**src/rtl/output_drain_pkg.sv**
```systemverilog
// Shared types and helpers for the output-buffer drain engine.
// Holds the job FSM state encoding and the beats-per-row calculation.
// No logic here; imported by the top and the row serializer.
package output_drain_pkg;

  typedef enum logic [2:0] {
    IDLE    = 3'd0,
    READ    = 3'd1,
    CAPTURE = 3'd2,
    SEND    = 3'd3,
    DONE    = 3'd4
  } state_t;

  // Number of stream beats needed to carry one output-buffer row.
  function automatic int beats_per_row(input int lanes, input int beat_lanes);
    return lanes / beat_lanes;
  endfunction

endpackage

```
**src/rtl/output_drain_row_serializer.sv**
```systemverilog
// Row register plus beat mux: turns one captured row into LANES/BEAT_LANES beats.
// Latency: first beat valid the cycle after load; one beat per cycle while ready is high.
// Backpressure: valid and data are held while ready is low; with OUTPUT_DRAIN_PREFETCH_EN
// a second row register buffers the next row so the row boundary costs no bubble.
module row_serializer
  import output_drain_pkg::*;
#(
  parameter int LANES      = 16,
  parameter int DATA_WIDTH = 32,
  parameter int BEAT_LANES = 4
) (
  input  logic                             clk,
  input  logic                             rst_n,
  input  logic                             load,
  input  logic                             load_last,
  input  logic [DATA_WIDTH-1:0]            load_data [LANES],
  input  logic                             ready,
  output logic [BEAT_LANES*DATA_WIDTH-1:0] data,
  output logic                             valid,
  output logic                             last,
  output logic                             row_done
);

  localparam int NB = beats_per_row(LANES, BEAT_LANES);
  localparam int BW = (NB > 1) ? $clog2(NB) : 1;
  localparam logic [BW-1:0] LAST_BEAT = BW'(NB - 1);

  logic [DATA_WIDTH-1:0] cur_row [LANES];
  logic                  cur_last;
  logic [BW-1:0]         beat;
  logic                  fire;
  logic                  finish;
  logic                  free;

`ifdef OUTPUT_DRAIN_PREFETCH_EN
  logic [DATA_WIDTH-1:0] nxt_row [LANES];
  logic                  nxt_vld;
  logic                  nxt_last;
`endif

  assign fire     = valid & ready;
  assign finish   = fire & (beat == LAST_BEAT);
  assign free     = ~valid | finish;
  assign row_done = finish;
  assign last     = valid & cur_last & (beat == LAST_BEAT);

  // Row register, beat counter and valid; a new row enters only when the current one is gone.
  always_ff @(posedge clk or negedge rst_n) begin
    if (!rst_n) begin
      cur_row  <= '{default: '0};
      cur_last <= 1'b0;
      beat     <= '0;
      valid    <= 1'b0;
`ifdef OUTPUT_DRAIN_PREFETCH_EN
      nxt_row  <= '{default: '0};
      nxt_vld  <= 1'b0;
      nxt_last <= 1'b0;
`endif
    end else begin
      if (fire && !finish) beat <= beat + 1'b1;
`ifdef OUTPUT_DRAIN_PREFETCH_EN
      if (free) begin
        if (nxt_vld) begin
          // Buffered row is older than anything arriving now, so it goes out first.
          cur_row  <= nxt_row;
          cur_last <= nxt_last;
          valid    <= 1'b1;
          beat     <= '0;
          if (load) begin
            nxt_row  <= load_data;
            nxt_last <= load_last;
          end else begin
            nxt_vld <= 1'b0;
          end
        end else if (load) begin
          cur_row  <= load_data;
          cur_last <= load_last;
          valid    <= 1'b1;
          beat     <= '0;
        end else begin
          valid <= 1'b0;
          beat  <= '0;
        end
      end else if (load) begin
        nxt_row  <= load_data;
        nxt_last <= load_last;
        nxt_vld  <= 1'b1;
      end
`else
      if (free) begin
        if (load) begin
          cur_row  <= load_data;
          cur_last <= load_last;
          valid    <= 1'b1;
          beat     <= '0;
        end else begin
          valid <= 1'b0;
          beat  <= '0;
        end
      end
`endif
    end
  end

  // Beat mux: beat n carries lanes n*B..n*B+B-1, lowest lane in the low bits.
  always_comb begin
    data = '0;
    for (int n = 0; n < NB; n++) begin
      if (beat == BW'(n)) begin
        for (int i = 0; i < BEAT_LANES; i++) begin
          data[i*DATA_WIDTH +: DATA_WIDTH] = cur_row[n*BEAT_LANES + i];
        end
      end
    end
  end

endmodule

```
**src/rtl/output_drain.sv**
```systemverilog
// Drains row_count output-buffer rows starting at base_addr into a beat stream.
// Latency: 2 cycles to first beat, then W/B beats per row (+2 per row without OUTPUT_DRAIN_PREFETCH_EN).
// Backpressure: m_ready low stalls the stream with data held; reads are issued only when a row slot is free.
module output_drain #(
  parameter int SYSTOLIC_ARRAY_WIDTH = 16,
  parameter int DATA_WIDTH           = 32,
  parameter int ADDR_WIDTH           = 10,
  parameter int BEAT_LANES           = 4
) (
  input  logic                             clk,
  input  logic                             rst_n,
  input  logic                             start,
  input  logic [ADDR_WIDTH-1:0]            base_addr,
  input  logic [ADDR_WIDTH:0]              row_count,
  output logic [ADDR_WIDTH-1:0]            ob_rd_addr,
  output logic                             ob_rd_en,
  input  logic [DATA_WIDTH-1:0]            ob_rd_data [SYSTOLIC_ARRAY_WIDTH],
  output logic [BEAT_LANES*DATA_WIDTH-1:0] m_data,
  output logic                             m_valid,
  output logic                             m_last,
  input  logic                             m_ready,
  output logic                             busy,
  output logic                             done
);
  import output_drain_pkg::*;

  localparam logic [ADDR_WIDTH:0] ONE = {{ADDR_WIDTH{1'b0}}, 1'b1};

  state_t            state;
  logic [ADDR_WIDTH:0] rd_left;    // rows not yet read from the buffer
  logic [ADDR_WIDTH:0] rows_left;  // rows not yet fully sent
  logic              rd_last;
  logic              cap_vld;
  logic              cap_last;
  logic              row_done;

  // Job FSM: accepts start in IDLE, issues row reads and tracks rows sent until DONE.
  always_ff @(posedge clk or negedge rst_n) begin
    if (!rst_n) begin
      state      <= IDLE;
      ob_rd_en   <= 1'b0;
      ob_rd_addr <= '0;
      rd_left    <= '0;
      rows_left  <= '0;
      rd_last    <= 1'b0;
      cap_vld    <= 1'b0;
      cap_last   <= 1'b0;
      busy       <= 1'b0;
      done       <= 1'b0;
    end else begin
      ob_rd_en <= 1'b0;
      done     <= 1'b0;
      // Read data returns one cycle after the enable; tag it with its final-row flag.
      cap_vld  <= ob_rd_en;
      cap_last <= rd_last;
      case (state)
        IDLE: begin
          if (start) begin
            busy      <= 1'b1;
            rows_left <= row_count;
            if (row_count == '0) begin
              state <= DONE;
              done  <= 1'b1;
            end else begin
              state      <= READ;
              ob_rd_en   <= 1'b1;
              ob_rd_addr <= base_addr;
              rd_last    <= (row_count == ONE);
              rd_left    <= row_count - ONE;
            end
          end
        end
        READ: begin
          state <= CAPTURE;
        end
        CAPTURE: begin
          state <= SEND;
`ifdef OUTPUT_DRAIN_PREFETCH_EN
          // Fetch the next row during the first beat of this one.
          if (rd_left != '0) begin
            ob_rd_en   <= 1'b1;
            ob_rd_addr <= ob_rd_addr + 1'b1;
            rd_last    <= (rd_left == ONE);
            rd_left    <= rd_left - ONE;
          end
`endif
        end
        SEND: begin
          if (row_done) begin
            rows_left <= rows_left - ONE;
            if (rows_left == ONE) begin
              state <= DONE;
              done  <= 1'b1;
            end else begin
`ifdef OUTPUT_DRAIN_PREFETCH_EN
              // Next row is already buffered; keep one read ahead of the stream.
              if (rd_left != '0) begin
                ob_rd_en   <= 1'b1;
                ob_rd_addr <= ob_rd_addr + 1'b1;
                rd_last    <= (rd_left == ONE);
                rd_left    <= rd_left - ONE;
              end
`else
              state      <= READ;
              ob_rd_en   <= 1'b1;
              ob_rd_addr <= ob_rd_addr + 1'b1;
              rd_last    <= (rd_left == ONE);
              rd_left    <= rd_left - ONE;
`endif
            end
          end
        end
        DONE: begin
          state <= IDLE;
          busy  <= 1'b0;
        end
        default: begin
          state <= IDLE;
        end
      endcase
    end
  end

  row_serializer #(
    .LANES      (SYSTOLIC_ARRAY_WIDTH),
    .DATA_WIDTH (DATA_WIDTH),
    .BEAT_LANES (BEAT_LANES)
  ) u_ser (
    .clk       (clk),
    .rst_n     (rst_n),
    .load      (cap_vld),
    .load_last (cap_last),
    .load_data (ob_rd_data),
    .ready     (m_ready),
    .data      (m_data),
    .valid     (m_valid),
    .last      (m_last),
    .row_done  (row_done)
  );

endmodule

```
**config.mk**
```make
export PLATFORM = sky130hd
export DESIGN_NAME = output_drain
export DESIGN_NICKNAME = d
export VERILOG_FILES = /design/src/rtl/output_drain_pkg.sv /design/src/rtl/output_drain_row_serializer.sv /design/src/rtl/output_drain.sv
export SDC_FILE = /design/constraint.sdc
export NUM_CORES = 1
export LEC_CHECK = 0
export ABC_CLOCK_PERIOD_IN_PS = 2100
export CAP_MARGIN = 40
export CORE_MARGIN = 8
export CORE_UTILIZATION = 43
export DETAILED_ROUTE_END_ITERATION = 16
export GPL_TIMING_DRIVEN = 0
export PLACE_DENSITY = 0.72
export SYNTH_ARGS = -nofsm -noshare
export SYNTH_HDL_FRONTEND = slang
export SYNTH_HIERARCHICAL = 1
export SYNTH_SLANG_ARGS = --single-unit
```
**constraint.sdc**
```tcl
create_clock -name clk -period 2.1 [get_ports clk]
set_clock_uncertainty 0.05 [all_clocks]
set_input_delay 0.42 -clock clk [delete_from_list [all_inputs] [get_ports clk]]
set_output_delay 0.42 -clock clk [all_outputs]
set_load 0.02 [all_outputs]
```
==> results of run 1 <==
-- final timing paths --
path	startpoint	to	slack, ps	cells after the start
max reg2reg	u_ser/beat[0]$_DFFE_PN0P_	u_ser/cur_row[280]$_DFFE_PN0P_	-370	11
min reg2reg	rd_last$_DFFE_PN0P_	cap_last$_DFF_PN0_	340	0
max in group asynchronous	rst_n	u_ser/cur_row[332]$_DFFE_PN0P_	380	4
min	row_count[2]	rows_left[2]$_DFFE_PN0P_	180	3
max	u_ser/beat[0]$_DFFE_PN0P_	m_data[36]	-890	12
min in group asynchronous	rst_n	u_ser/cur_row[64]$_DFFE_PN0P_	240	2
-- layout by cell type, fill, tap and decap left out, types with 5 or more instances in the layout --
master and instances:
sky130_fd_sc_hd__clkdlybuf4s50_1 543, sky130_fd_sc_hd__clkbuf_16 101, sky130_fd_sc_hd__buf_16 15, sky130_fd_sc_hd__a21oi_2 125, sky130_fd_sc_hd__inv_1 8, sky130_fd_sc_hd__o22a_1 5, sky130_fd_sc_hd__o21ai_0 42, sky130_fd_sc_hd__nor2_1 42
sky130_fd_sc_hd__buf_6 207, sky130_fd_sc_hd__a32oi_1 7, sky130_fd_sc_hd__a22oi_2 122, sky130_fd_sc_hd__clkbuf_8 23, sky130_fd_sc_hd__clkbuf_1 15, sky130_fd_sc_hd__o22ai_2 60, sky130_fd_sc_hd__buf_2 9, sky130_fd_sc_hd__o22ai_1 47
sky130_fd_sc_hd__buf_4 39, sky130_fd_sc_hd__nand3_1 7, sky130_fd_sc_hd__nor4_1 9, sky130_fd_sc_hd__a22oi_1 8, sky130_fd_sc_hd__mux2_4 480, sky130_fd_sc_hd__diode_2 33, sky130_fd_sc_hd__buf_8 32, sky130_fd_sc_hd__nand2_1 17
sky130_fd_sc_hd__dfrtp_1 555, sky130_fd_sc_hd__ha_1 8, sky130_fd_sc_hd__a21oi_1 34, sky130_fd_sc_hd__clkbuf_4 5, sky130_fd_sc_hd__clkinv_2 10, sky130_fd_sc_hd__o22ai_4 21, sky130_fd_sc_hd__buf_12 57, sky130_fd_sc_hd__mux2_2 33
sky130_fd_sc_hd__nor3_1 12
-- what timing repair did --
| action | in CTS | in global routing |
|---|---|---|
| endpoints found under the setup margin | 673 | 682 |
| gates resized for setup | 1172 | 368 |
| gates cloned | 12 | 35 |
| pin swaps | 94 | 96 |
| hold endpoints to repair | 40 | 0 |
| hold buffers | 1 | 0 |
| buffers inserted | 58 | 52 |
-- where the power goes --
part	switching (W)	total [W]	leakage [nW]	internal (W)
Clock	0.00451	0.0107	0.968	0.00615
Combinational	0.0138	0.0304	11.6	0.0166
Sequential	0.00258	0.0163	7.14	0.0137
-- stage by stage --
step	power (W)	utilization [%]	TNS, ps	setup WS [ps]
floorplan	0.0282	-	-4210	-50.3
global placement	0.0371	56.6	-	-24090
detailed placement	0.0376	56.9	-351480	-1770
CTS	0.0549	64.3	-163420	-1020
global route	0.0595	68.3	-260680	-968
finish	0.0574	68.3	-230890	-895
-- flip-flops by register name, indices dropped and copies added (netlist names) --
register / count
u_ser/cur_row: 512
done: 1
u_ser/beat: 2
u_ser/cur_last: 1
busy: 1
rd_left: 11
rows_left: 11
cap_vld: 1
state: 3
ob_rd_en: 1
ob_rd_addr: 10
cap_last: 1
rd_last: 1
u_ser/valid: 1
-- worst max-delay path: cells and delay by family, from the launching register on --
| family | cells | cell delay, ps |
|---|---|---|
| buffers and inverters | 8 | 930 |
| flip-flops | 1 | 430 |
| AO/OA/AOI/OAI | 2 | 200 |
| adder cells (fa/ha/maj) | 1 | 180 |
| AND/OR/NAND/NOR | 1 | 160 |
-- kinds of logic (layout without fill, tap and decap cells) --
logic type	count (synthesis)	after routing	share of synthesized area, %
fa+ha+maj	12	12	0.568
flops	557	557	52.7
other cells	0	33	0
buf+inv	155	1085	3.79
compound gates	496	496	11.6
xor+xnor	7	7	0.232
simple gates	123	123	2.48
mux	515	515	28.6
-- layer usage --
layer,track usage [%],wire [um]
met1,35.7,43300
met3,7.83,8590
met5,0,117
met2,49.2,55700
met4,11.0,4440
-- cell type report --
class                           instances  area (um^2)
Antenna cell                           33         82.6
Buffer                                134         1980
Clock buffer                           87         1760
Clock inverter                         19          204
Fill cell                            4120        19400
Inverter                               12         47.5
Multi-Input combinational cell       1153        13400
Sequential cell                       557        13900
Tap cell                              790          988
Timing Repair Buffer                  833         9400
==> reports/metrics.csv, run 1 <==
metric;value;unit
outcome;finished with violations;
failed_checks;negative setup slack;
worst_hold_slack;175;ps
overflow;0;
timing.critical_path.fanout_max;4;
dr.pass1.iters;5;
route.antenna.remaining_nets;0;
tightestPinTransition;671;ps
critical_path_arrival;2520;ps
finish.cell_count_without_fillers;3618;
post_drt_wl_per_cell;31.0;um
cp_slowest_stage_delay;430;ps
vdd_drop_max;770;uV
chipWidth;264;um
fin_crit;2990;ps
synth.most_common_cell;sky130_fd_sc_hd__dfrtp_1;
place.port_buffers;678;
setup_ws;-895;ps
ranking_of_synthesized_cells_by_area;sky130_fd_sc_hd__dfrtp_1 (53%), sky130_fd_sc_hd__mux2_4 (27%), sky130_fd_sc_hd__a22oi_1 (3.7%);
timing.slew.headroom;54.8;%
gp_congestion;0.910;
clock_sinks;557;
hold_violations;0;
grt_setup_unrepaired;yes;
hold_path.class;input port to flop;
synth-seq-cells;557;
timing.final.crit_share;143;%
antenna_found_initial;42;
core-area;61300;um^2
synth.avg_cell_area;14.2;um^2
drv_slew;0;
crit_path_frequent_cell;sky130_fd_sc_hd__buf_6;
crit_path_slowest_cell;sky130_fd_sc_hd__dfrtp_2;
die_y;264;um
synth_commonest_cells;sky130_fd_sc_hd__dfrtp_1 (557), sky130_fd_sc_hd__mux2_4 (470), sky130_fd_sc_hd__a21oi_1 (160);
syn-cell-area;26400;um^2
yosys_most_used_dff;sky130_fd_sc_hd__dfrtp_1;
max_buffers_root_to_sink;3;
setup_viol;676;
design.die.area;69700;um^2
cts_tree;yes;
worstPathCellList;buf_6 > ha_4 > nor2b_4 > buf_8 > buf_12 > buf_8 > buf_16 > buf_6 > buf_6 > a22oi_2 > a21oi_2 > buf_6;
drive_gt1_share;49.4;%
cts_buffers;59;
design_area;41900;um^2
place_hpwl;76500;um
grt.total_usage;29.2;%
floorplan.initialDensity;43.2;%
worst_setup_path_end_kind;output pin;
synth_top_area_cell;sky130_fd_sc_hd__dfrtp_1;
floorplan_row_count;91;
dpl.cell_count;3343;
post_synth_arst_share;100;%
synth-warning-count;6;
drv_cap;0;
worst_setup_hold_path_clk_slew;60;ps
netlist-cell-type-count;55;
wire_length_of_the_first_global_routing_pass;154000;um
sequential_cell_area_fraction_in_the_yosys_report;52.7;%
syn-num-nets;2414;
iter_0_drt_violations;1617;
clockRootBuffer;sky130_fd_sc_hd__clkbuf_16;
maximum_number_of_pins_on_one_net_before_global_route_repair;119;
finalWirelength;112000;um
dr_total_vias;20900;
setup.worst_path.start_class;flop;
synthesis.instances;1865;
post_synth_top_area_share;52.7;%
synth_enable_flop_cells;0;
timing.fmax;0.334;GHz
avg_vias_per_cell;5.77;
clock_insertion_delay_worst_skew;620;ps
fin_nets;3299;
htree_num_levels;2;
power_per_cell_area;1370;nW/um^2
worst-endpoint-required;1630;ps
power_leakage;19.7;nW
placement.cell_area;34900;um^2
drc;0;
first_global_vias;22100;
syn_to_final_growth;58.3;%
floorplan.io_pins;680;
path_class;flop to output pin;
(Power assumes the default switching activity.)
==> run 2, diff against run 1 <==
--- a/config.mk
+++ b/config.mk
@@ -10,8 +10,8 @@
 export CORE_MARGIN = 8
 export CORE_UTILIZATION = 43
 export DETAILED_ROUTE_END_ITERATION = 16
+export DONT_BUFFER_PORTS = 1
 export GPL_TIMING_DRIVEN = 0
-export PLACE_DENSITY = 0.72
 export SYNTH_ARGS = -nofsm -noshare
 export SYNTH_HDL_FRONTEND = slang
 export SYNTH_HIERARCHICAL = 1
==> reports/metrics.csv, run 2 (synthesis results as in run 1) <==
metric;value;unit;change
sw_frac_of_total;39.6;%;+3.1 points
fill_cells;3890;;-5.6%
worst_setup_hold_path_clk_slew;60;ps;about the same
timing.fmax;0.346;GHz;+3.6%
drv_slew;289;;+289
wire_length_of_the_first_global_routing_pass;158000;um;+2.4%
postCtsHoldBufs;531;;+530
vdd_drop_max;962;uV;+25%
tightestPinTransition;2180;ps;+1510 ps
number_of_flip_flops_under_the_largest_register_name;512;;unchanged
path_class;flop to output pin;;
hold_violations;557;;+557
critical_path_arrival;2420;ps;-100 ps
timing.critical_path.fanout_max;10;;+6
worst_setup_path_end_kind;output pin;;
avg_vias_per_cell;6.05;;+4.9%
clock_insertion_delay_worst_skew;610;ps;about the same
floorplan_row_count;91;;unchanged
fin_nets;3132;;-5.1%
portion_of_total_power_attributed_to_sequential_cells;31.1;%;+2.7 points
finalWirelength;116000;um;+3.5%
clockRootBuffer;sky130_fd_sc_hd__clkbuf_16;;
iter_0_drt_violations;1719;;+6.3%
dr.pass1.iters;6;;+1
overflow;0;;unchanged
max_buffers_root_to_sink;3;;unchanged
drive_gt1_share;45.3;%;-4.2 points
post_drt_wl_per_cell;33.7;um;+8.9%
first_global_vias;22400;;+1.4%
outcome;finished with violations;;
timing.final.crit_share;138;%;-4.9 points
syn_to_final_growth;54.9;%;
cts_buffers;60;;+1.7%
floorplan.initialDensity;43.2;%;unchanged
floorplan.io_pins;680;;unchanged
gp_congestion;0.907;;-0.37%
setup_viol;675;;-0.15%
htree_num_levels;2;;unchanged
route.antenna.remaining_nets;0;;unchanged
drc;0;;unchanged
chipWidth;264;um;unchanged
place_hpwl;68100;um;-11%
top_flop_regs;u_ser/cur_row x512, rd_left x11, rows_left x11;;
timing.slew.headroom;-45.3;%;-100 points
setup_ws;-791;ps;+103 ps
largest_reg_by_ff_count;u_ser/cur_row;;
clock_sinks;557;;unchanged
combinationalPowerShare;48.6;%;-4.4 points
dp_slack;-1170;ps;+599 ps
antenna_found_initial;29;;-31%
worst_hold_slack;-553;ps;-728 ps
design.die.area;69700;um^2;unchanged
internal_power;0.0320;W;-12%
place.port_buffers;0;;-100%
grt.total_usage;30.1;%;+0.84 points
grt_setup_unrepaired;yes;;
maximum_number_of_pins_on_one_net_before_global_route_repair;558;;+370%
layout_common_cells;sky130_fd_sc_hd__dfrtp_1 (555), sky130_fd_sc_hd__dlygate4sd3_1 (531), sky130_fd_sc_hd__mux2_4 (488), sky130_fd_sc_hd__a21oi_4 (124), sky130_fd_sc_hd__a22oi_2 (111);;
die_y;264;um;unchanged
clkPwrFrac;20.3;%;+1.7 points
design_power;0.0530;W;-7.8%
cts_tree;yes;;
failed_checks;negative hold slack, max-slew violations, negative setup slack;;
power_leakage;19.2;nW;-2.6%
core-area;61300;um^2;unchanged
hold_path.class;input port to asynchronous set/reset pin;;
switchingPower;0.0210;W;+0.18%
worst-endpoint-required;1630;ps;about the same
dr_total_vias;20800;;-0.32%
mostFrequentLayoutCell;sky130_fd_sc_hd__dfrtp_1;;
ff2ff_path_depth;9;;-2
setup.worst_path.start_class;flop;;
drv_cap;0;;unchanged
fin_crit;2890;ps;-103 ps
power_per_cell_area;1290;nW/um^2;-5.8%
==> run 2: cell types whose count changed in the layout (fill, tap and decap cells not counted), sizes merged, moves of 2 or more <==
cell and delta:
buf -156, bufinv +2, clkbuf +2, clkdlybuf4s50 -543, clkinvlp -3, diode -9
dlygate4sd2 -3, dlygate4sd3 +530, dlymetal6s2s -2, inv +4
==> run 2: path summary, 6_finish.rpt <==
| check | start | endpoint | slack, ps |
|---|---|---|---|
| worst max-delay path | u_ser/beat[1]$_DFFE_PN0P_ | m_data[113] | -790 |
| worst max register to register | u_ser/beat[1]$_DFFE_PN0P_ | u_ser/cur_row[151]$_DFFE_PN0P_ | -280 |
| worst min register to register | rd_last$_DFFE_PN0P_ | cap_last$_DFF_PN0_ | 380 |
| min in group clk | base_addr[3] | ob_rd_addr[3]$_DFFE_PN0P_ | 50 |
| max in group asynchronous | rst_n | u_ser/cur_row[481]$_DFFE_PN0P_ | 800 |
| worst min-delay path | rst_n | u_ser/cur_row[17]$_DFFE_PN0P_ | -550 |
==> run 2: what timing repair did <==
item,4_1_cts,5_1_grt
gates cloned,34,23
endpoints found under the setup margin,661,671
pin swaps,113,62
setup buffers,42,30
gates resized for setup,543,256
endpoints found under the hold margin,1091,557
==> run 2: cell type report <==
class / instances / area (um^2) / share of cell area [%]
Timing Repair Buffer: 660 / 7720 / 18.9
Sequential cell: 557 / 13900 / 34.0
Clock buffer: 83 / 1680 / 4.10
Antenna cell: 24 / 60.1 / 0.147
Buffer: 139 / 2230 / 5.43
Tap cell: 790 / 988 / 2.41
Inverter: 12 / 52.6 / 0.128
Multi-Input combinational cell: 1153 / 14000 / 34.3
Clock inverter: 21 / 249 / 0.608
==> run 2: worst max-delay path: stages, from the launching register on <==
cell                        delay (ps)
sky130_fd_sc_hd__dfrtp_2           470
sky130_fd_sc_hd__ha_4              230
sky130_fd_sc_hd__inv_4             110
sky130_fd_sc_hd__clkbuf_16         180
sky130_fd_sc_hd__buf_16            160
sky130_fd_sc_hd__buf_8             170
sky130_fd_sc_hd__o22ai_1           180
sky130_fd_sc_hd__a21oi_4           280
==> run 2: stage by stage <==
stage | utilization [%] | setup TNS (ps) | std cells | area, um^2
floorplan | - | -4210 | 1865 | 26900
global placement | 45.5 | -206420 | 2655 | 27900
detailed placement | 45.7 | -172300 | 2661 | 28000
CTS | 63.9 | -136050 | 3372 | 39100
global route | 66.9 | -219300 | 3437 | 41000
finish | 66.9 | -181640 | 3439 | 41000
==> run 2: layer usage <==
layer	global-route usage (%)	vias up	wire length (um)
met5	0	-	92
met4	11.7	14	5600
met3	7.44	327	8250
met2	52.0	1175	57800
met1	35.8	10800	44200
li1	-	8461	-
==> run 2: power groups by stage <==
stage          Combinational [W]  Sequential (W)  Clock (W)
6_report                  0.0257          0.0165     0.0107
5_1_grt                   0.0265          0.0167     0.0113
4_1_cts                   0.0234          0.0159     0.0108
3_5_place_dp              0.0169          0.0159          0
3_3_place_gp              0.0167          0.0157          0
2_1_floorplan             0.0130          0.0152          0
